--- src/rtl/instr_encoder.sv ---
// Instruction encoder / program loader.
// Packs field-level instruction requests into 16-bit words, queues them in a
// small FIFO and writes them into instruction memory from a base address.
// Optional feature macro: INSTR_ENC_CHECKSUM_EN (running 16-bit sum of written words).
module instr_encoder #(
    parameter int unsigned ADDR_W = 9,
    parameter int unsigned DEPTH  = 4
) (
    input  logic              clk,
    input  logic              rst,
    input  logic              start,
    input  logic [ADDR_W-1:0] base_addr,
    input  logic              in_valid,
    output logic              in_ready,
    input  logic              in_last,
    input  logic [3:0]        in_opcode,
    input  logic [2:0]        in_rd,
    input  logic [2:0]        in_rs,
    input  logic [2:0]        in_rt,
    input  logic [2:0]        in_funct,
    input  logic [5:0]        in_const,
    input  logic [8:0]        in_addr,
    output logic              mem_we,
    input  logic              mem_ready,
    output logic [ADDR_W-1:0] mem_addr,
    output logic [15:0]       mem_wdata,
    output logic              busy,
    output logic              done,
    output logic [ADDR_W:0]   wr_count,
    output logic              err,
    output logic [15:0]       csum
);

    localparam int unsigned PW   = (DEPTH > 1) ? $clog2(DEPTH) : 1;
    localparam int unsigned CW   = PW + 1;
    localparam int unsigned CNTW = ADDR_W + 1;

    typedef enum logic [1:0] {
        S_IDLE,
        S_RUN,
        S_DRAIN,
        S_DONE
    } state_t;

    state_t        state;
    logic [15:0]   fifo_mem [DEPTH];
    logic [PW-1:0] rd_ptr;
    logic [PW-1:0] wr_ptr;
    logic [CW-1:0] count;

    logic [15:0]   packed_word;
    logic          legal;
    logic          accept;
    logic          push;
    logic          pop;
    logic [CW-1:0] count_nxt;
    logic [CW-1:0] remain;
    logic [PW-1:0] rd_nxt;
    logic [15:0]   head_nxt;

    // Field packing by instruction format; opcodes 13-15 are illegal
    always_comb begin
        packed_word = {in_funct, in_rt, in_rs, in_rd, in_opcode};
        legal       = 1'b1;
        case (in_opcode)
            4'd5, 4'd7:          packed_word = {in_const, in_rs, in_rd, in_opcode};
            4'd8:                packed_word = {in_const, in_rs, in_rt, in_opcode};
            4'd9:                packed_word = {in_funct, in_addr, in_opcode};
            4'd13, 4'd14, 4'd15: legal = 1'b0;
            default:             packed_word = {in_funct, in_rt, in_rs, in_rd, in_opcode};
        endcase
    end

    // Handshakes and next FIFO head; an empty queue bypasses the incoming word
    always_comb begin
        accept    = in_valid && in_ready && (state == S_RUN);
        push      = accept && legal;
        pop       = mem_we && mem_ready;
        count_nxt = count + CW'(push) - CW'(pop);
        remain    = count - CW'(pop);
        rd_nxt    = rd_ptr + PW'(pop);
        head_nxt  = (remain == '0) ? packed_word : fifo_mem[rd_nxt];
    end

    // FIFO storage; contents need no reset since count governs validity
    always_ff @(posedge clk) begin
        if (push) begin
            fifo_mem[wr_ptr] <= packed_word;
        end
    end

    // Control FSM, FIFO pointers and registered write port
    always_ff @(posedge clk) begin
        if (rst) begin
            state     <= S_IDLE;
            rd_ptr    <= '0;
            wr_ptr    <= '0;
            count     <= '0;
            in_ready  <= 1'b0;
            mem_we    <= 1'b0;
            mem_addr  <= '0;
            mem_wdata <= '0;
            busy      <= 1'b0;
            done      <= 1'b0;
            wr_count  <= '0;
            err       <= 1'b0;
        end else begin
            count  <= count_nxt;
            rd_ptr <= rd_nxt;
            if (push) begin
                wr_ptr <= wr_ptr + PW'(1);
            end
            mem_we <= (count_nxt != '0);
            if (count_nxt != '0) begin
                mem_wdata <= head_nxt;
            end
            if (pop) begin
                mem_addr <= mem_addr + ADDR_W'(1);
                wr_count <= wr_count + CNTW'(1);
            end
            if (accept && !legal) begin
                err <= 1'b1;
            end
            done <= 1'b0;

            case (state)
                S_IDLE: begin
                    in_ready <= 1'b0;
                    busy     <= 1'b0;
                    if (start) begin
                        state    <= S_RUN;
                        mem_addr <= base_addr;
                        wr_count <= '0;
                        err      <= 1'b0;
                        in_ready <= 1'b1;
                        busy     <= 1'b1;
                    end
                end
                S_RUN: begin
                    busy <= 1'b1;
                    if (accept && in_last) begin
                        state    <= S_DRAIN;
                        in_ready <= 1'b0;
                    end else begin
                        in_ready <= (count_nxt != CW'(DEPTH));
                    end
                end
                S_DRAIN: begin
                    in_ready <= 1'b0;
                    busy     <= 1'b1;
                    if (count == '0 && !mem_we) begin
                        state <= S_DONE;
                        done  <= 1'b1;
                    end
                end
                default: begin
                    in_ready <= 1'b0;
                    busy     <= 1'b0;
                    state    <= S_IDLE;
                end
            endcase
        end
    end

`ifdef INSTR_ENC_CHECKSUM_EN
    // Wrapping sum of every word accepted by memory during the current load
    always_ff @(posedge clk) begin
        if (rst) begin
            csum <= '0;
        end else if (state == S_IDLE && start) begin
            csum <= '0;
        end else if (pop) begin
            csum <= csum + mem_wdata;
        end
    end
`else
    assign csum = '0;
`endif

endmodule

--- config.mk ---
export PLATFORM = sky130hd
export DESIGN_NAME = instr_encoder
export DESIGN_NICKNAME = d
export VERILOG_FILES = /design/src/rtl/instr_encoder.sv
export SDC_FILE = /design/constraint.sdc
export NUM_CORES = 1
export LEC_CHECK = 0
export CORE_MARGIN = 3
export CORE_UTILIZATION = 30
export DETAILED_ROUTE_END_ITERATION = 10
export GPL_TIMING_DRIVEN = 0
export MAX_ROUTING_LAYER = met4
export PLACE_DENSITY = 0.59
export SLEW_MARGIN = 25
export SYNTH_ARGS = -nofsm -noshare
export SYNTH_HDL_FRONTEND = slang
export SYNTH_SLANG_ARGS = --single-unit
export TNS_END_PERCENT = 50
--- constraint.sdc ---
create_clock -name clk -period 3.5 [get_ports clk]
set_clock_uncertainty 0.2 [all_clocks]
set_input_delay 0.7 -clock clk [delete_from_list [all_inputs] [get_ports clk]]
set_output_delay 0.7 -clock clk [all_outputs]
set_load 0.1 [all_outputs]
==> impl_metrics.tcl, run 1 <==
set metrics [dict create \
    status "complete, no violations" \
    cts_buffers 17 \
    synthFlopType "edfxtp_1" \
    post-route-util_pct 41.7 \
    r2r_setup_slack_ns 0.31 \
    final_common_cell "clkdlybuf4s50_1" \
    setup_violations 0 \
    critPathKind "input port to register" \
    cp_top_family "adder cells" \
    period_share_pct 95.6 \
    multiInputGateArea_um2 2170 \
    fill_cells 1621 \
    busiest_layer "met2" \
    crit_buf_inv 4 \
    synth_edf_count 64 \
    chipWidth_um 138 \
    postSynthCellCount 441 \
    pin_count 102 \
    cp_max_fo 10 \
    remaining_drc_errors 0 \
    synth-seq-area-share_pct 55.3 \
    first_iter_violations 256 \
    worstSetupEndpointType "register" \
    cts-root-buf "clkbuf_16" \
    synth_area_per_cell_um2 11.9 \
    gp_congestion 0.856 \
    grt.met3_usage_pct 4.42 \
    grt_pass1_vias 4031 \
    postRouteAntennaNets 0 \
    drive_gt1_share_pct 16.9 \
    die-area_um2 19100 \
    cts_sinks 113 \
    power_per_cell_area_nw_per_um2 863 \
    register_area_um2 2900 \
    num_vias 3856 \
    grt_overflow_total 0 \
    clkLatencyLatePin_ns 0.41 \
    hold_class "register to register" \
    period_minus_slack_ns 3.35 \
    worst_hold_slack_ns 0.324 \
    drt-wirelength-per-cell_um 16.8 \
    fin_nets 623 \
    drt-pass1-iter-count 5 \
    grt_pass1_wl_um 21400 \
    via_per_inst 4.85 \
    cp_cell_sequence "clkdlybuf4s50_1, nand3_1, nor2_4, inv_1, ha_1, inv_1, ha_1, fa_1, xor3_2, and2_4, buf_6, a21oi_1, a211oi_2" \
    post-dp-hpwl_um 9400 \
    clkTransAtPathRegs_ns 0.05 \
    synth-seq-cells 113 \
    drt-total-wl_um 13300 \
    syn_to_final_growth_pct 33.9 \
    worst_ep_required_time_ns 3.57 \
    drv_cap 0 \
    ir_worst_vdd_mv 0.463 \
    row_count 47 \
    synth.distinct_cells 50 \
    initial_core_util_pct 31.1 \
    ys_warn_count 0 \
    core_area_um2 16900 \
    grt_util_met1_pct 19.5 \
    timing.fmax_mhz 299 \
    dieHeight_um 138 \
    ctsLongestPathBuffers 2 \
    antenna_found_initial 0 \
    crit_path_top_delay_cell "clkdlybuf4s50_1" \
    maxSlewViolCount 0 \
    grtUsageMet2_pct 21.4 \
    startpoint_type "input port" \
    synthArstFlopShare_pct 0 \
    finalHoldViolCount 0 \
    rsz0062_at_grt "false" \
    grt_start_max_net_pins 17 \
    timing.critical_path.arrival_ns 3.42 \
    cts_htree_levels 4 \
    io_buffer_count 85 \
    cpPeakStageDelay_ns 0.53 \
    synth_area_um2 5250 \
    cts_tree "done" \
    leakage_nw 2.50 \
    grtUsageTotal_pct 14.7 \
    antenna_cells 0 \
    mostFrequentLayoutCells "clkdlybuf4s50_1 (81), edfxtp_1 (64), dfxtp_1 (48), nor2_1 (37), nand2_1 (23)" \
    tightest_slew_ns 1.01 \
    slew_headroom_pct 32.9 \
]
state kept, by name, summed over array words and instances, names as in the netlist:
| register | flops |
|---|---|
| mem_wdata | 16 |
| done | 1 |
| in_ready | 1 |
| rd_ptr | 2 |
| count | 3 |
| wr_count | 10 |
| mem_addr | 9 |
| busy | 1 |
| mem_we | 1 |
| err | 1 |
| wr_ptr | 2 |
| state | 2 |
| fifo_mem | 64 |
synthesized netlist by cell type (11+ instances only):
cell type	n	area (um2)
ha_1	14	175
nor2_1	40	150
nand2_1	23	86.3
dfxtp_1	49	981
a21oi_1	16	80.1
edfxtp_1	64	1920
inv_1	11	41.3
a211oi_1	12	90.1
or3_1	12	75.1
clkbuf_1	14	52.6
buf_4	19	143
cell families after synthesis:
logic type | Yosys count | synth area share [%]
AO/OA/AOI/OAI | 77 | 10.1
XOR/XNOR | 18 | 3.43
other | 1 | 0.0714
AND/OR/NAND/NOR | 138 | 14.2
buffers and inverters | 50 | 5.05
flip-flops | 113 | 55.3
multiplexers | 29 | 8.13
adder cells (fa/ha/maj) | 15 | 3.72
what timing repair did:
action / 4_1_cts / 5_1_grt
pin swaps: 1 / 2
gates resized for setup: 17 / 15
setup buffers: 0 / 2
setup endpoints to repair: 18 / 16
hold buffers: 0 / 0
final timing paths:
check,from,to,depth (start not counted)
max reg2reg,state[1]$_SDFFE_PP0P_,mem_wdata[13]$_SDFFE_PP0P_,14
max,in_valid,mem_wdata[13]$_SDFFE_PP0P_,13
min reg2reg,mem_wdata[6]$_SDFFE_PP0P_,mem_wdata[6]$_SDFFE_PP0P_,2
min,mem_wdata[6]$_SDFFE_PP0P_,mem_wdata[6]$_SDFFE_PP0P_,2
routing by layer:
layer / up-vias / wire (um) / part of all wire, %
li1: 1848 / - / -
met1: 1853 / 6380 / 48
met2: 146 / 6070 / 45
met3: 9 / 806 / 6.0
met4: 0 / 82 / 0.61
met5: - / 0 / 0
metrics by stage:
step / setup TNS, ns / cell area (um2) / total power [W] / setup WS, ns / std cells
after global placement: -20.69 / 6440 / 0.00442 / -1.08 / 761
after global routing: 0 / 7030 / 0.00640 / 0.00944 / 795
final: 0 / 7030 / 0.00607 / 0.153 / 795
after detailed placement: -25.39 / 6440 / 0.00446 / -1.17 / 761
after floorplan: 0 / 5320 / 0.00374 / 0.0305 / 456
after CTS: 0 / 7020 / 0.00607 / 0.0396 / 793
tightest hold or removal path: stages (launching register included):
cell and delay, ns:
dfxtp_1 0.31, o21bai_1 0.13, a31oi_1 0.04
layout make-up:
| type | count | area share [%] |
|---|---|---|
| tap | 220 | 3.91 |
| inverter | 12 | 0.641 |
| timing repair buffer | 87 | 12.1 |
| clock buffer | 21 | 6.41 |
| clock inverter | 11 | 1.32 |
| buffer | 38 | 3.51 |
| multi-input combinational | 293 | 30.8 |
| sequential | 113 | 41.3 |
report_power, final:
group	switching, W	total, W	internal [W]
combinational	0.00192	0.00278	0.000859
sequential	0.000139	0.00172	0.00158
clock	0.000587	0.00157	0.000984
Note: power is estimated with default switching activity, not from simulation.
==> inputs of run 2 (changes only) <==
Settings changed: ABC_CLOCK_PERIOD_IN_PS set to 3500.
==> results of run 2 <==
The final DEF is identical to that of run 1; final timing and power are the same.
==> inputs of run 3 (changes only) <==
Settings changed: ABC_CLOCK_PERIOD_IN_PS 3500 to 4100, PLACE_DENSITY 0.59 to not set, SKIP_LAST_GASP set to 1.
Clock period 3.5 ns to 4.1 ns, I/O delays scaled along.
==> run 3 against run 2 <==
Compared with the run above:
- utilization increased by 0.052 points
- die area unchanged
- clock power decreased by 6%
- hold slack got worse by 0.014 ns
- sequential share of layout area decreased by 0.069 points
- combinational power decreased by 16%
- register-to-register slack improved by 0.37 ns
- global-route usage decreased by 0.60 points
- cell area increased by 0.12%
- largest cell class unchanged
==> impl_metrics.tcl, run 3 (synthesized netlist as in run 1, its figures left out) <==
set metrics [dict create \
    critPathKind "input port to register" \
    leakage_nw 2.53 \
    endpoint "mem_wdata[4]$_SDFFE_PP0P_" \
    remaining_drc_errors 0 \
    first_iter_violations 209 \
    startpoint_type "input port" \
    io_buffer_count 85 \
    worst_ep_required_time_ns 4.18 \
    r2r_setup_slack_ns 0.68 \
    cts_hold_buf 0 \
    final_common_cell "clkdlybuf4s50_1" \
    drt-pass1-iter-count 4 \
    ctsLongestPathBuffers 2 \
    die-area_um2 19100 \
    crit_path_top_delay_cell "xor3_1" \
    finalSetupTns_ns 0 \
    cp_max_fo 10 \
    reg_top3 "fifo_mem: 64 flops, mem_wdata: 16 flops, wr_count: 10 flops" \
    r2r_end "mem_wdata[4]$_SDFFE_PP0P_" \
    rsz0062_at_grt "false" \
    crit_start "in_opcode[2]" \
    timing.critical_path.arrival_ns 3.92 \
    pin_count 102 \
    ir_worst_vdd_mv 0.432 \
    cts_buffers 17 \
    power_per_cell_area_nw_per_um2 749 \
    cts_sinks 113 \
    clkTransAtPathRegs_ns 0.05 \
    r2r_cells 14 \
    initial_core_util_pct 31.1 \
    maxSlewViolCount 0 \
    regMostFlops "fifo_mem" \
    timing.fmax_mhz 260 \
    fin_nets 620 \
    r2r-start "state[1]$_SDFFE_PP0P_" \
    post_cts.repair.setup_buffers 0 \
    cts-root-buf "clkbuf_16" \
    gp_congestion 0.873 \
    drt-wirelength-per-cell_um 16.2 \
    cpPeakStageDelay_ns 0.42 \
    drv_cap 0 \
    grt_pass1_wl_um 20700 \
    grt_start_max_net_pins 17 \
    drive_gt1_share_pct 14.9 \
    num_vias 3802 \
    syn_to_final_growth_pct 34.1 \
    worstSetupPathDepth 14 \
    crit_buf_inv 5 \
    period_share_pct 93.7 \
    finalHoldViolCount 0 \
    chipWidth_um 138 \
    tightest_slew_ns 0.985 \
    min_from "mem_wdata[12]$_SDFFE_PP0P_" \
    mostFrequentLayoutCells "clkdlybuf4s50_1 (81), edfxtp_1 (64), dfxtp_1 (49), nor2_1 (39), nand2_1 (23)" \
    worstSetupEndpointType "register" \
    antenna_cells 0 \
    period_minus_slack_ns 3.84 \
    postRouteAntennaNets 0 \
    setup_violations 0 \
    post-dp-hpwl_um 9190 \
    drt-total-wl_um 12800 \
    cts_tree "done" \
    grt_pass1_vias 3851 \
    via_per_inst 4.80 \
    grt_overflow_total 0 \
    antenna_found_initial 0 \
    cp_top_family "buffers and inverters" \
    post-route-util_pct 41.7 \
    hold_class "register to register" \
    dieHeight_um 138 \
    slew_headroom_pct 34.1 \
    largest_reg_flops 64 \
    core_area_um2 16900 \
    row_count 47 \
    cts_htree_levels 4 \
    clkLatencyLatePin_ns 0.40 \
    grtUsageTotal_pct 14.1 \
    cp_cell_sequence "dlygate4sd2_1, clkbuf_2, o211a_1, nor2_4, inv_1, ha_1, inv_1, ha_1, fa_1, xor3_1, and2_1, buf_4, a31oi_1, a31oi_1" \
    status "complete, no violations" \
]
run 3: cell types whose count changed in the layout (fill, tap and decap cells not counted), sizes merged:
cell	previous run	this run
buf	29	25
bufinv	1	3
clkinv	8	5
dlygate4sd2	1	3
dlymetal6s2s	0	1
clkbuf	35	34
run 3: stage by stage:
| stage | worst slack [ns] | area (um2) | hold slack (ns) | power [W] | instances |
|---|---|---|---|---|---|
| after floorplan | 0.354 | 5310 | 0.287 | 0.00319 | 456 |
| after global placement | -0.759 | 6430 | 0.300 | 0.00378 | 761 |
| after detailed placement | -0.933 | 6430 | 0.303 | 0.00381 | 761 |
| after CTS | 0.0417 | 7040 | 0.311 | 0.00532 | 793 |
| after global routing | 0.0216 | 7040 | 0.333 | 0.00555 | 792 |
| final | 0.259 | 7040 | 0.311 | 0.00527 | 792 |
run 3: worst min-delay path by stage:
stage                                  to  cells after the start
5_1_grt        mem_wdata[12]$_SDFFE_PP0P_                      2
3_5_place_dp               err$_SDFF_PP0_                      2
2_1_floorplan      wr_ptr[1]$_SDFFE_PP0P_                      2
6_report       mem_wdata[12]$_SDFFE_PP0P_                      2
3_3_place_gp               err$_SDFF_PP0_                      2
4_1_cts            wr_count[1]$_SDFF_PP0_                      2
run 3: worst register-to-register path: cells and delay by family (launching register included):
| family | cells | cell delay [ns] |
|---|---|---|
| fa+ha+maj | 4 | 1.07 |
| compound gates | 2 | 0.29 |
| simple gates | 3 | 0.61 |
| flops | 1 | 0.33 |
| buf+inv | 4 | 0.40 |
| xor+xnor | 1 | 0.42 |
run 3: metal layers:
layer  wire length [um]  vias up  track usage, %
li1                   -     1843               -
met1               5980     1796            18.9
met2               5740      156            20.8
met3               1020        7            4.83
met4                 73        0            3.02
met5                  0        -               -
run 3: final cells by class:
| type | instances | area, um2 |
|---|---|---|
| Inverter | 12 | 45.0 |
| Multi-Input combinational cell | 293 | 2150 |
| Timing Repair Buffer | 85 | 850 |
| Buffer | 37 | 221 |
| Tap cell | 220 | 275 |
| Clock inverter | 10 | 135 |
| Fill cell | 1590 | 9840 |
| Sequential cell | 113 | 2900 |
| Clock buffer | 22 | 464 |
run 3: report_power, final:
part,switching [W],total [W],internal [W]
Clock,0.000493,0.00148,0.000984
Combinational,0.00164,0.00233,0.000697
Sequential,0.000113,0.00146,0.00135
run 3: repair_timing:
item,4_1_cts,5_1_grt
gates resized for setup,10,2
cloned,0,0
endpoints found under the hold margin,0,0
endpoints found under the setup margin,18,16
